### config.mk
export PLATFORM = sky130hd
export DESIGN_NAME = cf_uart_wb_seq
export DESIGN_NICKNAME = d
export VERILOG_FILES = /design/src/rtl/cf_uart_wb_seq.sv
export SDC_FILE = /design/constraint.sdc
export NUM_CORES = 1
export LEC_CHECK = 0
export ABC_AREA = 1
export CORE_MARGIN = 1.5
export CORE_UTILIZATION = 35
export CTS_CLUSTER_DIAMETER = 100
export DETAILED_ROUTE_END_ITERATION = 8
export PLACE_DENSITY = 0.72
export SLEW_MARGIN = 20
export SYNTH_ARGS = -nofsm -noshare
export SYNTH_HDL_FRONTEND = slang
export SYNTH_SLANG_ARGS = --single-unit
### constraint.sdc
create_clock -name clk_i -period 2.75 [get_ports clk_i]
set_input_delay 0.6875 -clock clk_i [delete_from_list [all_inputs] [get_ports clk_i]]
set_output_delay 0.6875 -clock clk_i [all_outputs]
set_load 0.02 [all_outputs]
### src/rtl/cf_uart_wb_seq.sv
// cf_uart_wb_seq: Wishbone master that initialises the CF_UART_WB slave, then
// moves bytes between two TX requesters / one RX stream and the UART FIFOs.
// Ports: clk_i, rst_i (async, active-high); wbm_* classic Wishbone master;
//   a_*/b_* TX byte streams (valid/ready); rx_* RX byte stream; init_done.
// Option: define CF_UART_SEQ_RX_EN to build the RXDATA drain path.
module cf_uart_wb_seq #(
  parameter int          AW           = 16,
  parameter logic [15:0] PR_INIT      = 16'd10,
  parameter logic [31:0] CFG_INIT     = 32'h0000_3F08,
  parameter logic [31:0] CTRL_INIT    = 32'h0000_0007,
  parameter int          TX_READY_BIT = 0,
  parameter int          RX_AVAIL_BIT = 3,
  parameter int          POLL_GAP     = 8
) (
  input  logic          clk_i,
  input  logic          rst_i,
  output logic [AW-1:0] wbm_adr_o,
  output logic [31:0]   wbm_dat_o,
  input  logic [31:0]   wbm_dat_i,
  output logic [3:0]    wbm_sel_o,
  output logic          wbm_cyc_o,
  output logic          wbm_stb_o,
  output logic          wbm_we_o,
  input  logic          wbm_ack_i,
  input  logic [7:0]    a_data,
  input  logic          a_valid,
  output logic          a_ready,
  input  logic [7:0]    b_data,
  input  logic          b_valid,
  output logic          b_ready,
  output logic [7:0]    rx_data,
  output logic          rx_valid,
  input  logic          rx_ready,
  output logic          init_done
);

  localparam logic [AW-1:0] ADR_RX   = AW'(16'h0000);
  localparam logic [AW-1:0] ADR_TX   = AW'(16'h0004);
  localparam logic [AW-1:0] ADR_PR   = AW'(16'h0008);
  localparam logic [AW-1:0] ADR_CTRL = AW'(16'h000C);
  localparam logic [AW-1:0] ADR_CFG  = AW'(16'h0010);
  localparam logic [AW-1:0] ADR_RIS  = AW'(16'h0F08);

  typedef enum logic [2:0] {
    S_INIT_PR,
    S_INIT_CFG,
    S_INIT_CTRL,
    S_POLL,
    S_DECIDE,
    S_WR_TX,
    S_RD_RX,
    S_GAP
  } state_t;

  state_t        r_state;
  logic          r_cyc;
  logic          r_we;
  logic [AW-1:0] r_adr;
  logic [31:0]   r_dat;
  logic          r_a_ready;
  logic          r_b_ready;
  logic          r_last_b;
  logic [7:0]    r_hold;
  logic [7:0]    r_gap;
  logic          r_init_done;

  logic          w_bus;
  logic          w_we;
  logic [AW-1:0] w_adr;
  logic [31:0]   w_dat;
  logic          w_done;
  logic          w_rx_go;
  logic          w_tx_go;
  logic          w_pick_a;
  logic          w_unused;

`ifdef CF_UART_SEQ_RX_EN
  logic       r_rx_go;
  logic       r_rx_valid;
  logic [7:0] r_rx_data;

  assign w_rx_go  = wbm_dat_i[RX_AVAIL_BIT] & ~r_rx_valid;
  assign rx_valid = r_rx_valid;
  assign rx_data  = r_rx_data;
  assign w_unused = ^{wbm_dat_i};
`else
  assign w_rx_go  = 1'b0;
  assign rx_valid = 1'b0;
  assign rx_data  = 8'h00;
  assign w_unused = ^{wbm_dat_i, rx_ready};
`endif

  // Tie-break: the requester not granted last wins; pointer resets to B.
  assign w_tx_go  = wbm_dat_i[TX_READY_BIT] & (a_valid | b_valid) & ~w_rx_go;
  assign w_pick_a = a_valid & (~b_valid | r_last_b);
  assign w_done   = r_cyc & wbm_ack_i;

  always_comb begin
    w_bus = 1'b1;
    w_we  = 1'b0;
    w_adr = '0;
    w_dat = '0;
    unique case (r_state)
      S_INIT_PR: begin
        w_we  = 1'b1;
        w_adr = ADR_PR;
        w_dat = {16'h0000, PR_INIT};
      end
      S_INIT_CFG: begin
        w_we  = 1'b1;
        w_adr = ADR_CFG;
        w_dat = CFG_INIT;
      end
      S_INIT_CTRL: begin
        w_we  = 1'b1;
        w_adr = ADR_CTRL;
        w_dat = CTRL_INIT;
      end
      S_POLL: w_adr = ADR_RIS;
      S_WR_TX: begin
        w_we  = 1'b1;
        w_adr = ADR_TX;
        w_dat = {24'h0, r_hold};
      end
      S_RD_RX: w_adr = ADR_RX;
      default: w_bus = 1'b0;
    endcase
  end

  always_ff @(posedge clk_i or posedge rst_i) begin
    if (rst_i) begin
      r_state     <= S_INIT_PR;
      r_cyc       <= 1'b0;
      r_we        <= 1'b0;
      r_adr       <= '0;
      r_dat       <= '0;
      r_a_ready   <= 1'b0;
      r_b_ready   <= 1'b0;
      r_last_b    <= 1'b1;
      r_hold      <= '0;
      r_gap       <= '0;
      r_init_done <= 1'b0;
`ifdef CF_UART_SEQ_RX_EN
      r_rx_go     <= 1'b0;
      r_rx_valid  <= 1'b0;
      r_rx_data   <= '0;
`endif
    end else begin
      // A bus state starts its cycle one edge after entry, which
      // guarantees an idle bus cycle after every ack.
      if (!r_cyc && w_bus) begin
        r_cyc <= 1'b1;
        r_we  <= w_we;
        r_adr <= w_adr;
        r_dat <= w_dat;
      end
      if (w_done) begin
        r_cyc <= 1'b0;
        r_we  <= 1'b0;
        r_adr <= '0;
        r_dat <= '0;
      end
`ifdef CF_UART_SEQ_RX_EN
      if (r_rx_valid && rx_ready)
        r_rx_valid <= 1'b0;
`endif
      case (r_state)
        S_INIT_PR:
          if (w_done) r_state <= S_INIT_CFG;
        S_INIT_CFG:
          if (w_done) r_state <= S_INIT_CTRL;
        S_INIT_CTRL:
          if (w_done) begin
            r_init_done <= 1'b1;
            r_state     <= S_POLL;
          end
        S_POLL:
          // Decision is made on the RIS ack edge so the ready
          // pulse is a register that is high for the DECIDE cycle.
          if (w_done) begin
            r_a_ready <= w_tx_go & w_pick_a;
            r_b_ready <= w_tx_go & ~w_pick_a;
`ifdef CF_UART_SEQ_RX_EN
            r_rx_go   <= w_rx_go;
`endif
            r_state   <= S_DECIDE;
          end
        S_DECIDE: begin
          r_a_ready <= 1'b0;
          r_b_ready <= 1'b0;
`ifdef CF_UART_SEQ_RX_EN
          if (r_rx_go) r_state <= S_RD_RX;
          else
`endif
          if (r_a_ready && a_valid) begin
            r_hold   <= a_data;
            r_last_b <= 1'b0;
            r_state  <= S_WR_TX;
          end else if (r_b_ready && b_valid) begin
            r_hold   <= b_data;
            r_last_b <= 1'b1;
            r_state  <= S_WR_TX;
          end else begin
            r_gap    <= '0;
            r_state  <= S_GAP;
          end
        end
        S_WR_TX:
          if (w_done) r_state <= S_POLL;
`ifdef CF_UART_SEQ_RX_EN
        S_RD_RX:
          if (w_done) begin
            r_rx_data  <= wbm_dat_i[7:0];
            r_rx_valid <= 1'b1;
            r_state    <= S_POLL;
          end
`endif
        S_GAP:
          if (r_gap == 8'(POLL_GAP - 1)) begin
            r_gap   <= '0;
            r_state <= S_POLL;
          end else begin
            r_gap   <= r_gap + 8'd1;
          end
        default: r_state <= S_INIT_PR;
      endcase
    end
  end

  assign wbm_adr_o = r_adr;
  assign wbm_dat_o = r_dat;
  assign wbm_we_o  = r_we;
  assign wbm_cyc_o = r_cyc;
  assign wbm_stb_o = r_cyc;
  assign wbm_sel_o = {4{r_cyc}};
  assign a_ready   = r_a_ready;
  assign b_ready   = r_b_ready;
  assign init_done = r_init_done;

endmodule

---- Word-level counts from Yosys, hierarchy flattened ----
Index checks and enable logic that the tools add are counted.
storage, ports and cells
  flip-flop bits (word level) ............. 73
  input bits .............................. 54
  output and inout bits ................... 67
  logic and storage cells ................. 85
operators by class
  $add $sub $neg .......................... 1
  equality and inequality tests ........... 15
  mux-type cells .......................... 32
  bitwise operators ....................... 9
  reduce and logical (&&, ||, !) cells .... 17
operator list
  operator               number
  $mux W32               2
  $pmux W12 S5           1
  $pmux W14 S4           1
  $mux W8                5
  $mux W16               2
  $pmux W3 S6            1
  $pmux W8 S2            1
  $mux W3                5
  $eq A3 B3 Y1 const B   4
  $ne A2 B2 Y1 const B   6
  $mux W1                10
  $add A8 B1 Y8 const B  1
  $eq A8 B3 Y1 const B   1
  $reduce_bool A2 Y1     4
  $eq A3 B2 Y1 const B   2
  $reduce_and A2 Y1      3
  $reduce_or A6 Y1       1
  $and A1 B1 Y1          5
  $reduce_and A5 Y1      1
  $mux W2                2
  $pmux W1 S2            2
  $reduce_or A4 Y1       1
  $eq A3 B1 Y1 const B   1
  $logic_and A1 B1 Y1    3
  other kinds (7)        9

---- Logic depth before layout (Yosys ltp) ----
Gate-level depths: netlist of run 1.
  word-level depth ........................ 7
  mapped depth ............................ 8

---- Least setup slack after synthesis of run 1 ----
No wires, ideal clock.
  kind .................................... register to output
  start ................................... register r_cyc, in the netlist wbm_cyc_o
  end ..................................... output port wbm_sel_o[0]
  arrival ................................. 0.786 ns
  slack ................................... 1.276 ns
  stages on the path, launching flop included .. 2
  cells stage by stage .................... dfrtp_1 -> buf_4
RTL lines
  item                      line  RTL
  start: declaration        56    logic r_cyc;
  start signal: assignment  133   r_cyc <= 1'b0;
  start signal: assignment  152   r_cyc <= 1'b1;
  start signal: assignment  158   r_cyc <= 1'b0;
  end: declaration          20    output logic [3:0] wbm_sel_o,
No word-level cell between the ends.

---- Worst setup path in the final report of run 1 ----
  start ................................... register r_cyc, in the netlist wbm_cyc_o
  end ..................................... output port wbm_sel_o[3]
No word-level cell between the ends.

==> results of run 1 <==
-- routing by layer --
metal	global-route usage [%]	vias up	share of wire, %	routed length [um]
met5	0	-	0	0
met4	5.37	0	1.7	73
met3	2.85	6	5.4	236
met2	22.0	63	47	2050
met1	16.6	840	46	2020
li1	-	958	-	-
-- through the flow --
stage / std cells / hold slack [ns] / power, W / instance area (um2) / worst slack [ns]
2_1_floorplan: 337 / 0.449 / 0.00198 / 2440 / 1.20
3_3_place_gp: 416 / 0.467 / 0.00232 / 2680 / 0.545
3_5_place_dp: 416 / 0.478 / 0.00235 / 2680 / 0.479
4_1_cts: 424 / 0.499 / 0.00283 / 2800 / 0.521
5_1_grt: 424 / 0.532 / 0.00302 / 2800 / 0.450
6_report: 424 / 0.498 / 0.00281 / 2800 / 0.541
-- final timing paths --
check | cells after the start | end | slack [ns] | startpoint
setup / recovery | 1 | wbm_sel_o[3] | 0.54 | wbm_cyc_o$_DFFE_PP0P_
hold / removal | 2 | wbm_dat_o[7]$_DFFE_PP0P_ | 0.50 | r_hold[7]$_DFFE_PP0P_
setup reg to reg | 5 | r_gap[7]$_DFFE_PP0P_ | 1.27 | r_state[2]$_DFFE_PP0P_
hold reg to reg | 2 | wbm_dat_o[7]$_DFFE_PP0P_ | 0.50 | r_hold[7]$_DFFE_PP0P_
max in group asynchronous | 3 | r_last_b$_DFFE_PP1P_ | 1.60 | rst_i
min in group asynchronous | 3 | r_gap[3]$_DFFE_PP0P_ | 0.80 | rst_i
-- sequential cells by signal, indices dropped and copies added (netlist names) --
signal	count
a_ready	1
r_last_b	1
wbm_cyc_o	1
init_done	1
b_ready	1
wbm_dat_o	9
r_state	3
wbm_adr_o	4
r_hold	8
wbm_we_o	1
r_gap	8
-- power breakdown --
part | total [W] | switching, W | internal (W) | leakage, nW
Combinational | 0.00134 | 0.000808 | 0.000535 | 0.917
Sequential | 0.000991 | 0.000215 | 0.000776 | 0.488
Clock | 0.000471 | 0.000201 | 0.000270 | 0.0504
-- layout by cell type, fill, tap and decap left out --
cell type / instances
nand2_1: 98
clkdlybuf4s50_1: 52
dfrtp_1: 37
conb_1: 36
nand3_1: 28
inv_1: 25
o21ai_0: 14
nor2_1: 10
nand2_2: 5
nand4_1: 5
clkbuf_8: 5
or2_2: 4
o211ai_1: 4
nor2_4: 2
inv_2: 2
o21ai_1: 2
o21bai_1: 2
a21oi_1: 2
o21ai_2: 2
clkinvlp_4: 2
buf_4: 2
nand2_4: 1
clkinv_1: 1
a21oi_2: 1
o21a_1: 1
o2111ai_1: 1
ha_1: 1
bufinv_16: 1
dfstp_2: 1
-- area by class of cell --
class                           instances  area (um2)
Inverter                               28         105
Tap cell                               77        96.3
Sequential cell                        38         952
Clock buffer                            5        68.8
Fill cell                             638        3590
Timing Repair Buffer                   54         536
Clock inverter                          3        45.0
Multi-Input combinational cell        219         992
-- logic make-up (layout without fill, tap and decap cells) --
family	count (synthesis)	in the layout	share of synthesized area [%]
AOI/OAI and AO/OA	29	29	7.68
adders and majority gates	1	1	0.541
buffers and inverters	80	90	21.6
DFF	38	38	41.2
other	1	36	0.162
and+or+nand+nor	153	153	28.8
==> impl_results.md, run 1 <==
* Outcome: completed
* Setup TNS at 0 ns
* CP endpoint kind: primary output
* CP Max Fanout at 12
* # resized after CTS at 0
* Period utilization at 80.3%
* Final Skew at roughly 0.0046 ns
* Final Hold Fails at 0
* Clk_lat worst skew at just under 0.3 ns
* Max-cap viol count at 0
* Critical path type: reg2out
* Yosys cell types at 27
* Post-Syn Area at between 2000 and 2500 um2
* CP arrival at between 1.5 and 2 ns
* DR WL/cell at roughly 10 um
* Pin count of the biggest net entering global routing at 39
* Clock Tree Root: clkbuf_8
* Grt ovf at 0
* Yosys top cell by area: dfrtp_1
* Post-synth ARST share at 100%
* GP Congestion at ~0.91
* Global-route wire length before repair at ~7600 um
* Core ar. at roughly 6400 um2
* Crit path max-delay family: buffers and inverters
* Final setup fails at 0
* Synthesized instance count at just over 300
* Crit-path cells: clkdlybuf4s50_1
* Die height at between 80 and 90 um
* Min-delay worst type: reg2reg
* Peak supply drop at between 400 and 500 uV
* Ant diodes at 0
* Dominant synthesized flop cell: dfrtp_1
* Synth top area share at about two fifths
* Synthesis-to-layout area growth at 20.8%
* Bufs on Longest Clock Path at 2
* Required time of the critical path at between 2 and 2.5 ns
* PD cells at around 1000 nW/um2
* Share of cells above drive strength 1 at around 8.1%
* Fmax at 0.453 GHz
* Count leader, synth: nand2_1
* Top cells by count, synth: nand2_1 (98), buf_4 (49), dfrtp_1 (37)
* Die width at ~84 um
* Flops & latches, synth at 38
* Fin crit period at 2.21 ns
* Layout Utilization at ~44%
* Synthesis Warnings at 0
* Largest stage delay, worst path at 0.68 ns
* Die Area at between 7000 and 8000 um2
* Vias at approximately 1,900
* Number of global-route vias before repair at ~1,700
* Initial cell density of the core at between 30% and 40%
* Final ANT Viol Nets at 0
* EDFF count, synth at 0
* CTS H-tree depth at 2
* Standard-cell row count at 29
* CTS Buf Count at 5
* Mean cell area of the mapped netlist at 7.66 um2
* Sequential fraction of the synthesis area at ~41%
* DRT Wirelength at 4380 um
* Top Ports at 121
* Setup crit start kind: flop
* I/O Buffers at between 50 and 60
* Crit path max-delay cell type: clkdlybuf4s50_1
* Num Clock Sinks at 38
* Total track usage at between 10% and 20%
* Post-DP HPWL at 3370 um
* RSZ-0062 raised after global routing: false
* Top cells by area, synth: dfrtp_1 (40%), buf_4 (16%), nand2_1 (16%)
* Drt via density at ~4.4
* Static Leak at approximately 1.5 nW
* Worst path buffer plus inverter count at 1
* Post-CTS setup repair buffer count at 0
* Initial antenna violation count at 0
* Final net count at 401
* DR pass1 iterations at 4
* DR iter-0 viols at 155
* Max Slew Vio Count at 0
* Cts hold-fix bufs at 0
* CTS tree: built
* DRC Markers at 0
* Clock-pin slew on the worst setup and hold paths at around 0.08 ns
No activity file was read; power rests on OpenSTA's default activity.
==> run 2: changes to the inputs <==
==> constraint.sdc (replaced) <==
create_clock -name clk_i -period 2.2 [get_ports clk_i]
set_input_delay 0.55 -clock clk_i [delete_from_list [all_inputs] [get_ports clk_i]]
set_output_delay 0.55 -clock clk_i [all_outputs]
set_load 0.02 [all_outputs]
==> run 2 against run 1 <==
  * Clock skew is essentially flat
  * Clock power up 55%
  * Count of clock-buffer cells in the layout grew 1
  * Worst setup slack got worse by 0.40 ns
  * First-iteration DRC count down 6.5%
  * Critical path type unchanged
  * Sequential cell count did not move
  * Global-route usage increased by 0.42 points
  * Routed wire length grew 4.1%
  * Sequential power increased by 25%
  * Design area increased by 1.3%
==> impl_results.md, run 2 (synthesis results as in run 1) <==
* Outcome: completed
* Die Area at 7110 um2 (unchanged)
* Final ANT Viol Nets at 0 (unchanged)
* Worst path buffer plus inverter count at 1 (unchanged)
* Multi-input gate area at 992 um2 (unchanged)
* Reg2Reg Depth at 7 (+2)
* Crit path max-delay cell type: clkdlybuf4s50_1
* CTS tree: built
* Final setup fails at 0 (unchanged)
* Share of cells above drive strength 1 at 8.33% (+0.26 points)
* R2R Setup Slk at 0.77 ns (-0.50 ns)
* DR WL/cell at 10.7 um (+3.8%)
* Fin crit period at 2.06 ns
* Post-DP HPWL at 3440 um (+2.1%)
* Num Clock Sinks at 38 (unchanged)
* Vias at 1,916 (+2.6%)
* Top Ports at 121 (unchanged)
* Commonest non-fill, non-tap cell in the layout: nand2_1
* Initial cell density of the core at 36.2% (unchanged)
* Hold endpoint: wbm_dat_o[7]$_DFFE_PP0P_
* Global-route wire length before repair at 7940 um (+4.2%)
* Setup crit start kind: flop
* DR iter-0 viols at 145 (-6.5%)
* Clk_lat worst skew at 0.29 ns (about the same)
* Pin count of the biggest net entering global routing at 39 (unchanged)
* Crit-path cells: clkdlybuf4s50_1
* Final Power at 0.00367 W (+31%)
* Cts hold-fix bufs at 0 (unchanged)
* CTS H-tree depth at 2 (unchanged)
* Drt via density at 4.51 (+2.4%)
* DRT Wirelength at 4560 um (+4.1%)
* Fmax at 0.486 GHz
* DRC Markers at 0 (unchanged)
* GP Congestion at 0.885 (-2.6%)
* Period utilization at just over 90%
* Peak supply drop at 593 uV (+29%)
* Layout Utilization at 44.3% (+0.57 points)
* Die height at 84.3 um (unchanged)
* Final Skew at 0.00452 ns (-0.000125 ns)
* Setup TNS at 0 ns (unchanged)
* Crit path max-delay family: buffers and inverters
* Largest register FFs at 9 (unchanged)
* Largest stage delay, worst path at 0.68 ns (about the same)
* I/O Buffers at 52 (unchanged)
* CP arrival at 1.51 ns (about the same)
* Static Leak at 1.48 nW (+1.7%)
* Final Hold Fails at 0 (unchanged)
* Initial antenna violation count at 0 (unchanged)
* Commonest non-fill, non-tap cells in the layout: nand2_1 (98), clkdlybuf4s50_1 (52), dfrtp_1 (37)
* CP Max Fanout at 12 (unchanged)
* Clock-pin slew on the worst setup and hold paths at 0.08 ns (about the same)
* Critical R2R Capture: wbm_adr_o[10]$_DFFE_PP0P_
* CTS Buf Count at 5 (unchanged)
* Hold path depth at 2 (unchanged)
* Ant diodes at 0 (unchanged)
* Clock Tree Root: clkbuf_8
* HP Start: r_hold[7]$_DFFE_PP0P_
* Bufs on Longest Clock Path at 2 (unchanged)
* Standard-cell row count at 29 (unchanged)
* Grt ovf at 0 (unchanged)
* Max-cap viol count at 0 (unchanged)
* Min-delay worst type: reg2reg
* Worst R2R Start: r_state[1]$_DFFE_PP0P_
* RSZ-0062 raised after global routing: false
* Post-CTS setup repair buffer count at 0 (unchanged)
* # resized after CTS at 0 (unchanged)
* CP endpoint kind: primary output
* Required time of the critical path at 1.65 ns (-0.41 ns)
* Critical path type: reg2out
* Final net count at 402 (+0.25%)
* Total track usage at 13.6% (+0.42 points)
* Synthesis-to-layout area growth at 22.4%
* Number of global-route vias before repair at 1,728 (-0.92%)
* Fill count at 625 (-2.0%)
* Max Slew Vio Count at 0 (unchanged)
* Register area at 952 um2 (unchanged)
* PD cells at 1300 nW/um2 (+29%)
* DR pass1 iterations at 4 (unchanged)
* Die width at 84.3 um (unchanged)
* Core ar. at 6390 um2 (unchanged)
[run 2: cell types whose count changed in the layout (fill, tap and decap cells not counted), sizes merged]
cell | before | now
clkinvlp | 2 | 0
bufinv | 1 | 2
clkbuf | 5 | 6
buf | 2 | 3
[run 2: worst max path at each step]
stage	startpoint	to	slack [ns]	depth (start not counted)
finish	wbm_cyc_o$_DFFE_PP0P_	wbm_sel_o[3]	0.14	1
global placement	a_valid	r_gap[0]$_DFFE_PP0P_	0.22	7
floorplan	rst_i	a_ready$_DFFE_PP0P_	0.79	1
detailed placement	a_valid	r_gap[6]$_DFFE_PP0P_	0.23	7
global route	wbm_cyc_o$_DFFE_PP0P_	wbm_sel_o[2]	0.05	1
CTS	wbm_cyc_o$_DFFE_PP0P_	wbm_sel_o[3]	0.11	1
[run 2: stage by stage]
stage	setup slack (ns)	hold WS, ns	std cells	instance area [um2]
2_1_floorplan	0.791	0.449	337	2440
3_3_place_gp	0.217	0.469	417	2690
3_5_place_dp	0.230	0.472	417	2690
4_1_cts	0.109	0.486	425	2830
5_1_grt	0.0467	0.514	425	2830
6_report	0.142	0.490	425	2830
[run 2: layout make-up]
type	instances	share of cell area, %
Multi-Input combinational cell	219	35.0
Sequential cell	38	33.6
Timing Repair Buffer	55	19.2
Inverter	28	3.71
Tap cell	77	3.40
Clock buffer	6	2.92
Clock inverter	2	2.12
[run 2: routing by layer]
| metal | GRT usage (%) | vias up | share of wire, % |
|---|---|---|---|
| met5 | 0 | - | 0 |
| met1 | 18.5 | 872 | 47 |
| met2 | 21.6 | 73 | 47 |
| met4 | 4.92 | 0 | 1.5 |
| met3 | 2.65 | 7 | 5.2 |
| li1 | - | 964 | - |
[run 2: report_power, final]
part           switching (W)  internal (W)
Clock               0.000247      0.000484
Combinational        0.00102      0.000678
Sequential          0.000273      0.000970
